<file path="src/rtl/pulse_gen.sv">
// -----------------------------------------------------------------------------
// pulse_gen
//   Programmable-rate strobe generator. It divides the board clock down to a
//   single-cycle enable pulse that drives the downstream counter's pulse_1hz
//   input. The rate can be changed at runtime, a synchronized run/stop input
//   gates the strobe, and a heartbeat output toggles once per pulse for a
//   status LED.
//
// Parameters
//   CLK_HZ    input clock frequency in Hz
//   PULSE_HZ  base pulse rate in Hz at rate_sel = 0
//   SIM_DIV   if nonzero, replaces CLK_HZ/PULSE_HZ as the base divisor
//
// Ports
//   clk        board clock (single domain)
//   rst_n      asynchronous active-low reset
//   run        asynchronous run request; high enables pulsing
//   rate_sel   divisor = DIV >> rate_sel (x1, x2, x4, x8 rate)
//   pulse      registered strobe, one clk cycle high per period
//   heartbeat  registered, toggles on every pulse
//   active     synchronized run state
// -----------------------------------------------------------------------------
module pulse_gen #(
    parameter int unsigned CLK_HZ   = 100_000_000,
    parameter int unsigned PULSE_HZ = 1,
    parameter int unsigned SIM_DIV  = 0
) (
    input  logic       clk,
    input  logic       rst_n,
    input  logic       run,
    input  logic [1:0] rate_sel,
    output logic       pulse,
    output logic       heartbeat,
    output logic       active
);

    localparam int unsigned DIV = (SIM_DIV != 0) ? SIM_DIV : (CLK_HZ / PULSE_HZ);
    // cnt never exceeds DIV-1; div_cur has to hold DIV itself.
    localparam int CW = $clog2(DIV);
    localparam int DW = $clog2(DIV + 1);

    // DIV >= 16 keeps the fastest period (DIV>>3) at two cycles or more, so a
    // pulse can never be high on consecutive cycles.
    if (DIV < 16) begin : g_div_check
        $error("pulse_gen: base divisor must be at least 16");
    end

    logic          run_meta;
    logic          run_s;
    logic [CW-1:0] cnt;
    logic [DW-1:0] div_cur;
    logic [DW-1:0] div_sel;
    logic [CW-1:0] reload;

    // The selected period is sampled only when cnt is reloaded, so a rate_sel
    // change mid-period leaves the current period untouched.
    assign div_sel = DW'(DIV >> rate_sel);
    assign reload  = CW'(div_sel - DW'(1));

    // Two-flop synchronizer for the asynchronous run request.
    // NOTE: sequential state uses non-blocking (<=) so every flop samples the
    // pre-edge value of the others; blocking here would collapse the chain.
    always_ff @(posedge clk or negedge rst_n) begin
        if (!rst_n) begin
            run_meta <= 1'b0;
            run_s    <= 1'b0;
        end else begin
            run_meta <= run;
            run_s    <= run_meta;
        end
    end

    assign active = run_s;

    // Down-counter: run_s is tested first so a stop that lands on the cnt = 0
    // edge suppresses the pulse. While stopped the counter is held at a full
    // period, so a restart always waits one whole period before pulsing.
    always_ff @(posedge clk or negedge rst_n) begin
        if (!rst_n) begin
            cnt       <= CW'(DIV - 1);
            div_cur   <= DW'(DIV);
            pulse     <= 1'b0;
            heartbeat <= 1'b0;
        end else if (!run_s) begin
            cnt     <= reload;
            div_cur <= div_sel;
            pulse   <= 1'b0;
        end else if (cnt != '0) begin
            cnt   <= cnt - CW'(1);
            pulse <= 1'b0;
        end else begin
            cnt       <= reload;
            div_cur   <= div_sel;
            pulse     <= 1'b1;
            heartbeat <= ~heartbeat;
        end
    end

    // The count always stays inside the period currently in force.
    a_cnt_in_period : assert property (@(posedge clk) disable iff (!rst_n)
        DW'(cnt) < div_cur);

    // Single-cycle strobe.
    a_pulse_single : assert property (@(posedge clk) disable iff (!rst_n)
        pulse |=> !pulse);

endmodule
</file>
<file path="config.mk">
export PLATFORM = sky130hd
export DESIGN_NAME = pulse_gen
export DESIGN_NICKNAME = d
export VERILOG_FILES = /design/src/rtl/pulse_gen.sv
export SDC_FILE = /design/constraint.sdc
export NUM_CORES = 1
export LEC_CHECK = 0
export CORE_MARGIN = 2
export CORE_UTILIZATION = 60
export CTS_BUF_LIST = sky130_fd_sc_hd__clkbuf_4 sky130_fd_sc_hd__clkbuf_8 sky130_fd_sc_hd__clkbuf_16
export DETAILED_ROUTE_END_ITERATION = 10
export PLACE_DENSITY = 0.79
export SYNTH_ARGS = -nofsm -noshare
export SYNTH_HDL_FRONTEND = slang
export SYNTH_SLANG_ARGS = --single-unit
</file>
<file path="constraint.sdc">
create_clock -name clk -period 6.4 [get_ports clk]
set_input_delay 1.28 -clock clk [delete_from_list [all_inputs] [get_ports clk]]
set_output_delay 1.28 -clock clk [all_outputs]
set_load 0.01 [all_outputs]
</file>
==> results of run 1 <==
-- layout by cell type, fill, tap and decap left out, types with 2 or more instances in the layout --
| cell | synthesis | routed |
|---|---|---|
| clkdlybuf4s50_1 | 0 | 7 |
| or3_1 | 2 | 2 |
| or4_1 | 2 | 2 |
| clkbuf_4 | 0 | 6 |
| ha_1 | 3 | 3 |
| inv_1 | 4 | 4 |
| dfrtp_1 | 12 | 12 |
| dfstp_2 | 19 | 19 |
| or4_4 | 2 | 2 |
| nand2_1 | 19 | 19 |
| or2_2 | 4 | 4 |
| xnor2_1 | 20 | 20 |
| a21oi_1 | 11 | 11 |
| o21ai_0 | 3 | 3 |
| nor2_1 | 14 | 14 |
| clkbuf_8 | 0 | 2 |
| nor3_1 | 9 | 9 |
| nor2b_1 | 2 | 2 |
| nand3_1 | 3 | 3 |
| nor4_1 | 5 | 5 |
| nor4_2 | 2 | 2 |
| xor2_1 | 3 | 3 |
-- kinds of logic (layout without fill, tap and decap cells) --
kind of cell	after synthesis	after routing	synth area share [%]
and+or+nand+nor	71	71	23.0
DFF	31	31	48.8
AOI/OAI and AO/OA	23	23	9.77
xor gates and xnor gates	23	23	12.3
buffers and inverters	10	20	3.89
adders and majority gates	3	3	2.29
-- flip-flops by register name (all words and copies together), names as in the netlist --
name       count
cnt           27
active         1
run_meta       1
heartbeat      1
pulse          1
-- power by group --
group	switching, mW	internal, mW
registers	0.0111	0.214
logic	0.0204	0.0181
clock network	0.0652	0.0688
total	0.0967	0.301
-- layer usage --
| layer | routed length (um) | vias to the layer above |
|---|---|---|
| met1 | 1400 | 567 |
| met4 | 61 | 0 |
| met5 | 0 | - |
| li1 | - | 576 |
| met2 | 1420 | 29 |
| met3 | 164 | 7 |
-- cell usage after synthesis, types with 3 or more instances --
cell	n	area, um2
nor4_1	5	31.3
nor3_1	9	45.0
dfrtp_1	12	300
xor2_1	3	26.3
nor2_1	14	52.6
ha_1	3	37.5
dfstp_2	19	499
nand2_1	19	71.3
o21ai_0	3	15.0
or2_2	4	25.0
buf_6	3	33.8
xnor2_1	20	175
inv_1	4	15.0
nand3_1	3	15.0
a21oi_1	11	55.1
-- how the worst min path moves through the flow --
stage	startpoint	end	slack [ns]	cells past startpoint
after global routing	run_meta	active	0.36	0
after CTS	run_meta	active	0.36	0
final	run_meta	active	0.36	0
after floorplan	run_meta	active	0.33	0
after global placement	run_meta	active	0.33	0
after detailed placement	run_meta	active	0.34	0
-- layout make-up --
| class | count | area [um2] |
|---|---|---|
| Clock buffer | 8 | 72.6 |
| Inverter | 4 | 15.0 |
| Multi-Input combinational cell | 120 | 776 |
| Sequential cell | 31 | 800 |
| Fill cell | 183 | 744 |
| Tap cell | 30 | 37.5 |
| Timing Repair Buffer | 8 | 77.6 |
==> flow_summary.json, run 1 <==
{
  "synth_warnings": 0,
  "rsz0062_at_grt": "no",
  "die_h_um": 56.3,
  "cts_tree": "done",
  "setup.worst_path.class": "reg2out",
  "fin_skew_ns": 0.00554,
  "p_leak_nw": 0.667,
  "fmax_ghz": 0.371,
  "peakVddDrop_mv": 0.229,
  "cp_max_fo": 6,
  "wl_mm": 3.04,
  "arrival_ns": 1.42,
  "synthFlopType": "dfstp_2",
  "antenna_cells": 0,
  "ctsRootBufferMaster": "clkbuf_4",
  "finalNonFillerCells": 201,
  "cts_resized": 0,
  "cts_setup_buffers": 0,
  "htreeDepth": 2,
  "ys_ff_latch": 31,
  "synth_nets": 169,
  "start_kind": "register",
  "hp-class": "reg2reg",
  "vias": 1179,
  "grt_pass1_vias": 1197,
  "drtIter0Drc": 21,
  "grt_use_met3_pct": 8.29,
  "routed_via_density": 5.87,
  "synthCells": 161,
  "syn_area_um2": 1640,
  "syn2layout_area_growth_pct": 8.47,
  "setup_viol": 0,
  "gp_congestion": 0.837,
  "initial_core_util_pct": 65.0,
  "r2r-start": "cnt[9]",
  "drive_gt1_share_pct": 22.8,
  "drtPass1Iterations": 5,
  "antenna_found_initial": 0,
  "core_um2": 2520,
  "seq_area_frac_synth_pct": 48.8,
  "crit_required_ns": 5.12,
  "clk_path_buf_depth": 2,
  "ys_types": 38,
  "cp.depth": 1,
  "clkLatencyLatePin_ns": 0.33,
  "io_pins": 8,
  "drc": 0,
  "finalHoldViolations": 0,
  "grt_use_met2_pct": 33.3,
  "cts.sinks": 31,
  "ant_nets": 0,
  "portBuffers": 7,
  "cp_top_family": "buffers and inverters",
  "reg2reg_to": "cnt[19]",
  "slowest_delay_ns": 0.59,
  "busiest_layer": "met2",
  "synth-edff-count": 0,
  "r2r_slack_ns": 3.93,
  "grt_pass1_wl_mm": 5.38,
  "r2r_cells": 5,
  "post-place-cells": 193,
  "fp-row-count": 18,
  "nets": 178,
  "final_core_util_pct": 70.5,
  "critPathBufInv": 1,
  "met1_usage_pct": 27.7,
  "overflow": 0,
  "cts_buffers": 5,
  "dp_hpwl_mm": 2.16,
  "status": "finished, final reports clean",
  "report.final.slew_viol_count": 0,
  "wl_per_cell_um": 15.1,
  "endpoint": "active",
  "cp_slowest_cell": "clkdlybuf4s50_1",
  "setup_tns_ns": 0,
  "die_area_um2": 3170,
  "chipWidth_um": 56.3,
  "grt_start_max_net_pins": 32,
  "whs_ns": 0.359,
  "pre_cts_ws_ns": 3.82,
  "power_density_nw_per_um2": 223,
  "slew_headroom_pct": 63.8,
  "timing.final.ws_setup_ns": 3.70,
  "async_flop_share_pct": 100,
  "period_needed_ns": 2.70,
  "min_period_over_period_pct": 42.2,
  "cts_hold_buf": 0,
  "worst_pin_slew_ns": 0.539,
  "placed_area_um2": 1710,
  "crit_path_start": "active",
  "path_clk_slew_ns": 0.09,
  "fin_area_um2": 1780,
  "maxCapViolations": 0,
  "postSynthAreaPerCell_um2": 10.2,
  "endpoint_kind": "output port",
  "grtUsageTotal_pct": 22.1,
  "worstPathCellList": "clkdlybuf4s50_1",
  "power.total_mw": 0.397
}
Power figures use the tool's default switching activity.
==> inputs of run 2 (changes only) <==
- CORE_UTILIZATION: 60 -> 53
- PLACE_DENSITY: 0.79 -> 0.74
- clock period: 6.4 -> 2.4 ns (I/O delays scaled with it)
==> run 2 against run 1 <==
Against the previous run: die area grew 12%; register-to-register slack worse by 3.9 ns; clock power rose to 2.5 times the previous value.
==> flow_summary.json, run 2 (synthesized netlist as in run 1, its figures left out) <==
{
  "die_area_um2": 3550,
  "drive_gt1_share_pct": 27.8,
  "setup.worst_path.class": "reg2reg",
  "wl_mm": 3.42,
  "gp_congestion": 0.801,
  "fmax_ghz": 0.431,
  "path_clk_slew_ns": 0.11,
  "grtUsageTotal_pct": 21.8,
  "clk_path_buf_depth": 2,
  "drtPass1Iterations": 4,
  "n_fill_cell": 245,
  "htreeDepth": 2,
  "ant_nets": 0,
  "regArea_um2": 800,
  "ctsRootBufferMaster": "clkbuf_4",
  "min_period_over_period_pct": 96.7,
  "endpoint": "cnt[24]",
  "holdPathStages": 0,
  "cp.depth": 6,
  "finalHoldViolations": 0,
  "maxCapViolations": 0,
  "power_density_nw_per_um2": 565,
  "final_cell_mix": "20 x xnor2_1, 19 x nand2_1, 19 x dfstp_2, 14 x nor2_1, 12 x dfrtp_1",
  "reg2reg_to": "cnt[24]",
  "power.total_mw": 1.05,
  "overflow": 0,
  "slowest_delay_ns": 0.54,
  "antenna_cells": 0,
  "nets": 187,
  "fp-row-count": 20,
  "routed_via_density": 5.86,
  "drc": 0,
  "cp_slowest_cell": "or4_4",
  "cts_hold_buf": 0,
  "syn2layout_area_growth_pct": 13.5,
  "r2r-start": "cnt[9]",
  "multiInputGateArea_um2": 796,
  "r2r_cells": 6,
  "endpoint_kind": "register",
  "drtIter0Drc": 52,
  "fin_skew_ns": 0.0150,
  "largest_register_ffs": 27,
  "hp-class": "reg2reg",
  "p_leak_nw": 0.720,
  "period_needed_ns": 2.32,
  "dp_hpwl_mm": 2.48,
  "report.final.slew_viol_count": 0,
  "clkLatencyLatePin_ns": 0.34,
  "placed_area_um2": 1760,
  "grt_pass1_vias": 1244,
  "cp_top_family": "simple AND/OR/NAND/NOR gates",
  "wl_per_cell_um": 16.1,
  "final_core_util_pct": 62.0,
  "status": "finished, final reports clean",
  "cpMostUsedCell": "or4_4",
  "slew_headroom_pct": 67.1,
  "worstPathCellList": "or4_4, or4_4, buf_4, nor4_2, xnor2_1, a21oi_1",
  "fin_area_um2": 1860,
  "setup_tns_ns": 0,
  "cts_buffers": 5,
  "r2r_slack_ns": 0.08,
  "die_h_um": 59.6,
  "arrival_ns": 2.60,
  "core_um2": 3000,
  "io_pins": 8,
  "worst_pin_slew_ns": 0.490,
  "critPathBufInv": 1,
  "cts_tree": "done",
  "start_kind": "register",
  "whs_ns": 0.387,
  "cp_max_fo": 5,
  "setup_viol": 0,
  "grt_start_max_net_pins": 32,
  "chipWidth_um": 59.6,
  "vias": 1249,
  "initial_core_util_pct": 54.6,
  "antenna_found_initial": 0,
  "mostFrequentLayoutCell": "xnor2_1",
  "portBuffers": 7,
  "peakVddDrop_mv": 0.288,
  "crit_path_start": "cnt[9]",
  "grt_pass1_wl_mm": 5.68,
  "cts.sinks": 31,
  "crit_required_ns": 2.68,
  "largest_register": "cnt"
}
-- run 2: layout make-up --
| type | count | area share (%) |
|---|---|---|
| multi-input cells | 120 | 42.8 |
| inverters | 4 | 0.807 |
| clock buffers | 7 | 3.16 |
| clock inverters | 1 | 0.269 |
| repair buffers | 17 | 7.80 |
| well taps | 33 | 2.22 |
| flip-flops and latches | 31 | 43.0 |
-- run 2: worst min-delay path by stage --
stage               slack (ns)     end      from
floorplan                 0.18  active     rst_n
global placement          0.33  active  run_meta
detailed placement        0.34  active  run_meta
CTS                       0.39  active  run_meta
global route              0.39  active  run_meta
finish                    0.39  active  run_meta
-- run 2: per-layer routing --
metal | track usage, % | routed length, um
met2 | 33.6 | 1690
met1 | 28.8 | 1540
met4 | 9.21 | 71
met3 | 6.11 | 121
met5 | 0 | 0
-- run 2: where the power goes --
group | leakage, nW | total (mW) | switching (mW) | internal (mW)
registers | 0.349 | 0.602 | 0.0318 | 0.570
logic | 0.332 | 0.111 | 0.0571 | 0.0535
clock network | 0.0387 | 0.338 | 0.185 | 0.153
total | 0.720 | 1.05 | 0.274 | 0.777
-- run 2: repair_timing --
action / 4_1_cts / 5_1_grt
setup buffers: 0 / 2
gates resized for setup: 0 / 3
endpoints found under the setup margin: 0 / 5
-- run 2: stage by stage --
| stage | setup WS, ns | std cells |
|---|---|---|
| after detailed placement | 0.0354 | 203 |
| after floorplan | 0.104 | 161 |
| after global routing | -0.00811 | 213 |
| after global placement | 0.109 | 203 |
| after CTS | 0.0139 | 211 |
| final | 0.0791 | 213 |
==> inputs of run 3 (changes only) <==
- REMOVE_ABC_BUFFERS: not set -> 1
==> run 3 against run 2 <==
Against the previous run: core utilization increased by 2.2 points; maximum frequency shrank 0.83%; wire length hardly changed; power is 3.1% higher; sequential share of layout area decreased by 1.5 points; clock power is 7.1% higher; hold slack got worse by 0.0092 ns; sequential power barely moved; worst setup slack worse by 0.020 ns; flip-flop and latch count unchanged; clock-buffer cell count grew 1; clock skew down 0.010 ns; critical endpoint unchanged.
==> flow_summary.json, run 3 (synthesized netlist as in run 1, its figures left out) <==
{
  "setup.worst_path.class": "reg2reg",
  "r2r_slack_ns": 0.06,
  "start_kind": "register",
  "cts_tree": "done",
  "slew_headroom_pct": 67.4,
  "holdPathStages": 0,
  "chipWidth_um": 59.6,
  "cp_max_fo": 13,
  "pre_cts_ws_ns": 0.0239,
  "largest_register_ffs": 27,
  "hp-class": "reg2reg",
  "endpoint": "cnt[24]",
  "r2r_cells": 5,
  "die_h_um": 59.6,
  "grt_start_max_net_pins": 32,
  "vias": 1241,
  "endpoint_kind": "register",
  "regArea_um2": 800,
  "arrival_ns": 2.61,
  "die_area_um2": 3550,
  "clkLatencyLatePin_ns": 0.33,
  "worst_pin_slew_ns": 0.486,
  "wl_mm": 3.42,
  "cts_buffers": 5,
  "largest_register": "cnt",
  "n_fill_cell": 244,
  "min_period_over_period_pct": 97.5,
  "cts.sinks": 31,
  "antenna_found_initial": 0,
  "io_pins": 8,
  "final_cell_mix": "20 x xnor2_1, 19 x nand2_1, 19 x dfstp_2, 14 x buf_4, 13 x nor2_1",
  "crit_required_ns": 2.67,
  "maxCapViolations": 0,
  "status": "finished, final reports clean",
  "grt_pass1_vias": 1160,
  "portBuffers": 7,
  "routed_via_density": 5.69,
  "multiInputGateArea_um2": 811,
  "whs_ns": 0.378,
  "ant_nets": 0,
  "drc": 0,
  "drtPass1Iterations": 4,
  "reg2reg_to": "cnt[24]",
  "syn2layout_area_growth_pct": 17.5,
  "r2r-start": "cnt[11]",
  "drive_gt1_share_pct": 30.8,
  "grt_pass1_wl_mm": 5.49,
  "clk_path_buf_depth": 2,
  "report.final.slew_viol_count": 0,
  "drtIter0Drc": 63,
  "finalHoldViolations": 0,
  "wl_per_cell_um": 15.7,
  "dp_hpwl_mm": 2.33,
  "power_density_nw_per_um2": 562,
  "rsz0062_at_grt": "yes",
  "fmax_ghz": 0.427,
  "fp-row-count": 20,
  "overflow": 0,
  "crit_path_start": "cnt[11]",
  "grtUsageTotal_pct": 21.6,
  "initial_core_util_pct": 54.6,
  "gp_congestion": 0.899,
  "mostFrequentLayoutCell": "xnor2_1",
  "antenna_cells": 0,
  "power.total_mw": 1.08,
  "fin_skew_ns": 0.00475,
  "path_clk_slew_ns": 0.10,
  "nets": 192,
  "htreeDepth": 2,
  "peakVddDrop_mv": 0.392,
  "ctsRootBufferMaster": "clkbuf_4",
  "setup_viol": 0,
  "period_needed_ns": 2.34,
  "core_um2": 3000,
  "timing.final.ws_setup_ns": 0.0595,
  "p_leak_nw": 0.762
}
[run 3: worst min path at each step]
stage / endpoint / from
after floorplan: active / rst_n
after CTS: active / run_meta
after global placement: active / run_meta
final: active / run_meta
after detailed placement: active / run_meta
after global routing: active / run_meta
[run 3: stage by stage]
| step | setup TNS (ns) | instance area [um2] | utilization [%] | std cells |
|---|---|---|---|---|
| floorplan | 0 | 1590 | - | 155 |
| global placement | 0 | 1770 | 58.9 | 204 |
| detailed placement | 0 | 1770 | 58.9 | 204 |
| CTS | 0 | 1840 | 61.3 | 212 |
| global route | -0.0530 | 1930 | 64.1 | 218 |
| finish | 0 | 1930 | 64.1 | 218 |
[run 3: critical path, cell delays in order, from the launching register on]
cell and delay, ns:
dfrtp_1 0.40, or4_4 0.56, or4_4 0.58, o31a_4 0.37, buf_4 0.19, a21oi_1 0.16
[run 3: area by class of cell]
class	count	share of cell area (%)
multi-input cells	120	42.1
flip-flops and latches	31	41.5
repair buffers	22	9.68
clock buffers	8	3.77
well taps	33	2.14
inverters	4	0.780
[run 3: power breakdown]
| part | internal (mW) | switching (mW) | total, mW |
|---|---|---|---|
| combinational | 0.0589 | 0.0612 | 0.120 |
| sequential | 0.570 | 0.0307 | 0.601 |
| clock | 0.184 | 0.178 | 0.362 |
| total | 0.813 | 0.270 | 1.08 |
[run 3: what timing repair did]
| item | CTS | global route |
|---|---|---|
| setup buffers | 0 | 6 |
| hold buffers | 0 | 0 |
| endpoints found under the setup margin | 0 | 15 |
| resized for setup | 0 | 7 |
| endpoints found under the hold margin | 0 | 0 |
[run 3: metal layers]
layer,vias up,routed length (um),global-route usage [%]
met5,-,0,0
li1,601,-,-
met4,0,47,6.67
met1,613,1540,30.2
met2,22,1730,32.3
met3,5,111,6.55
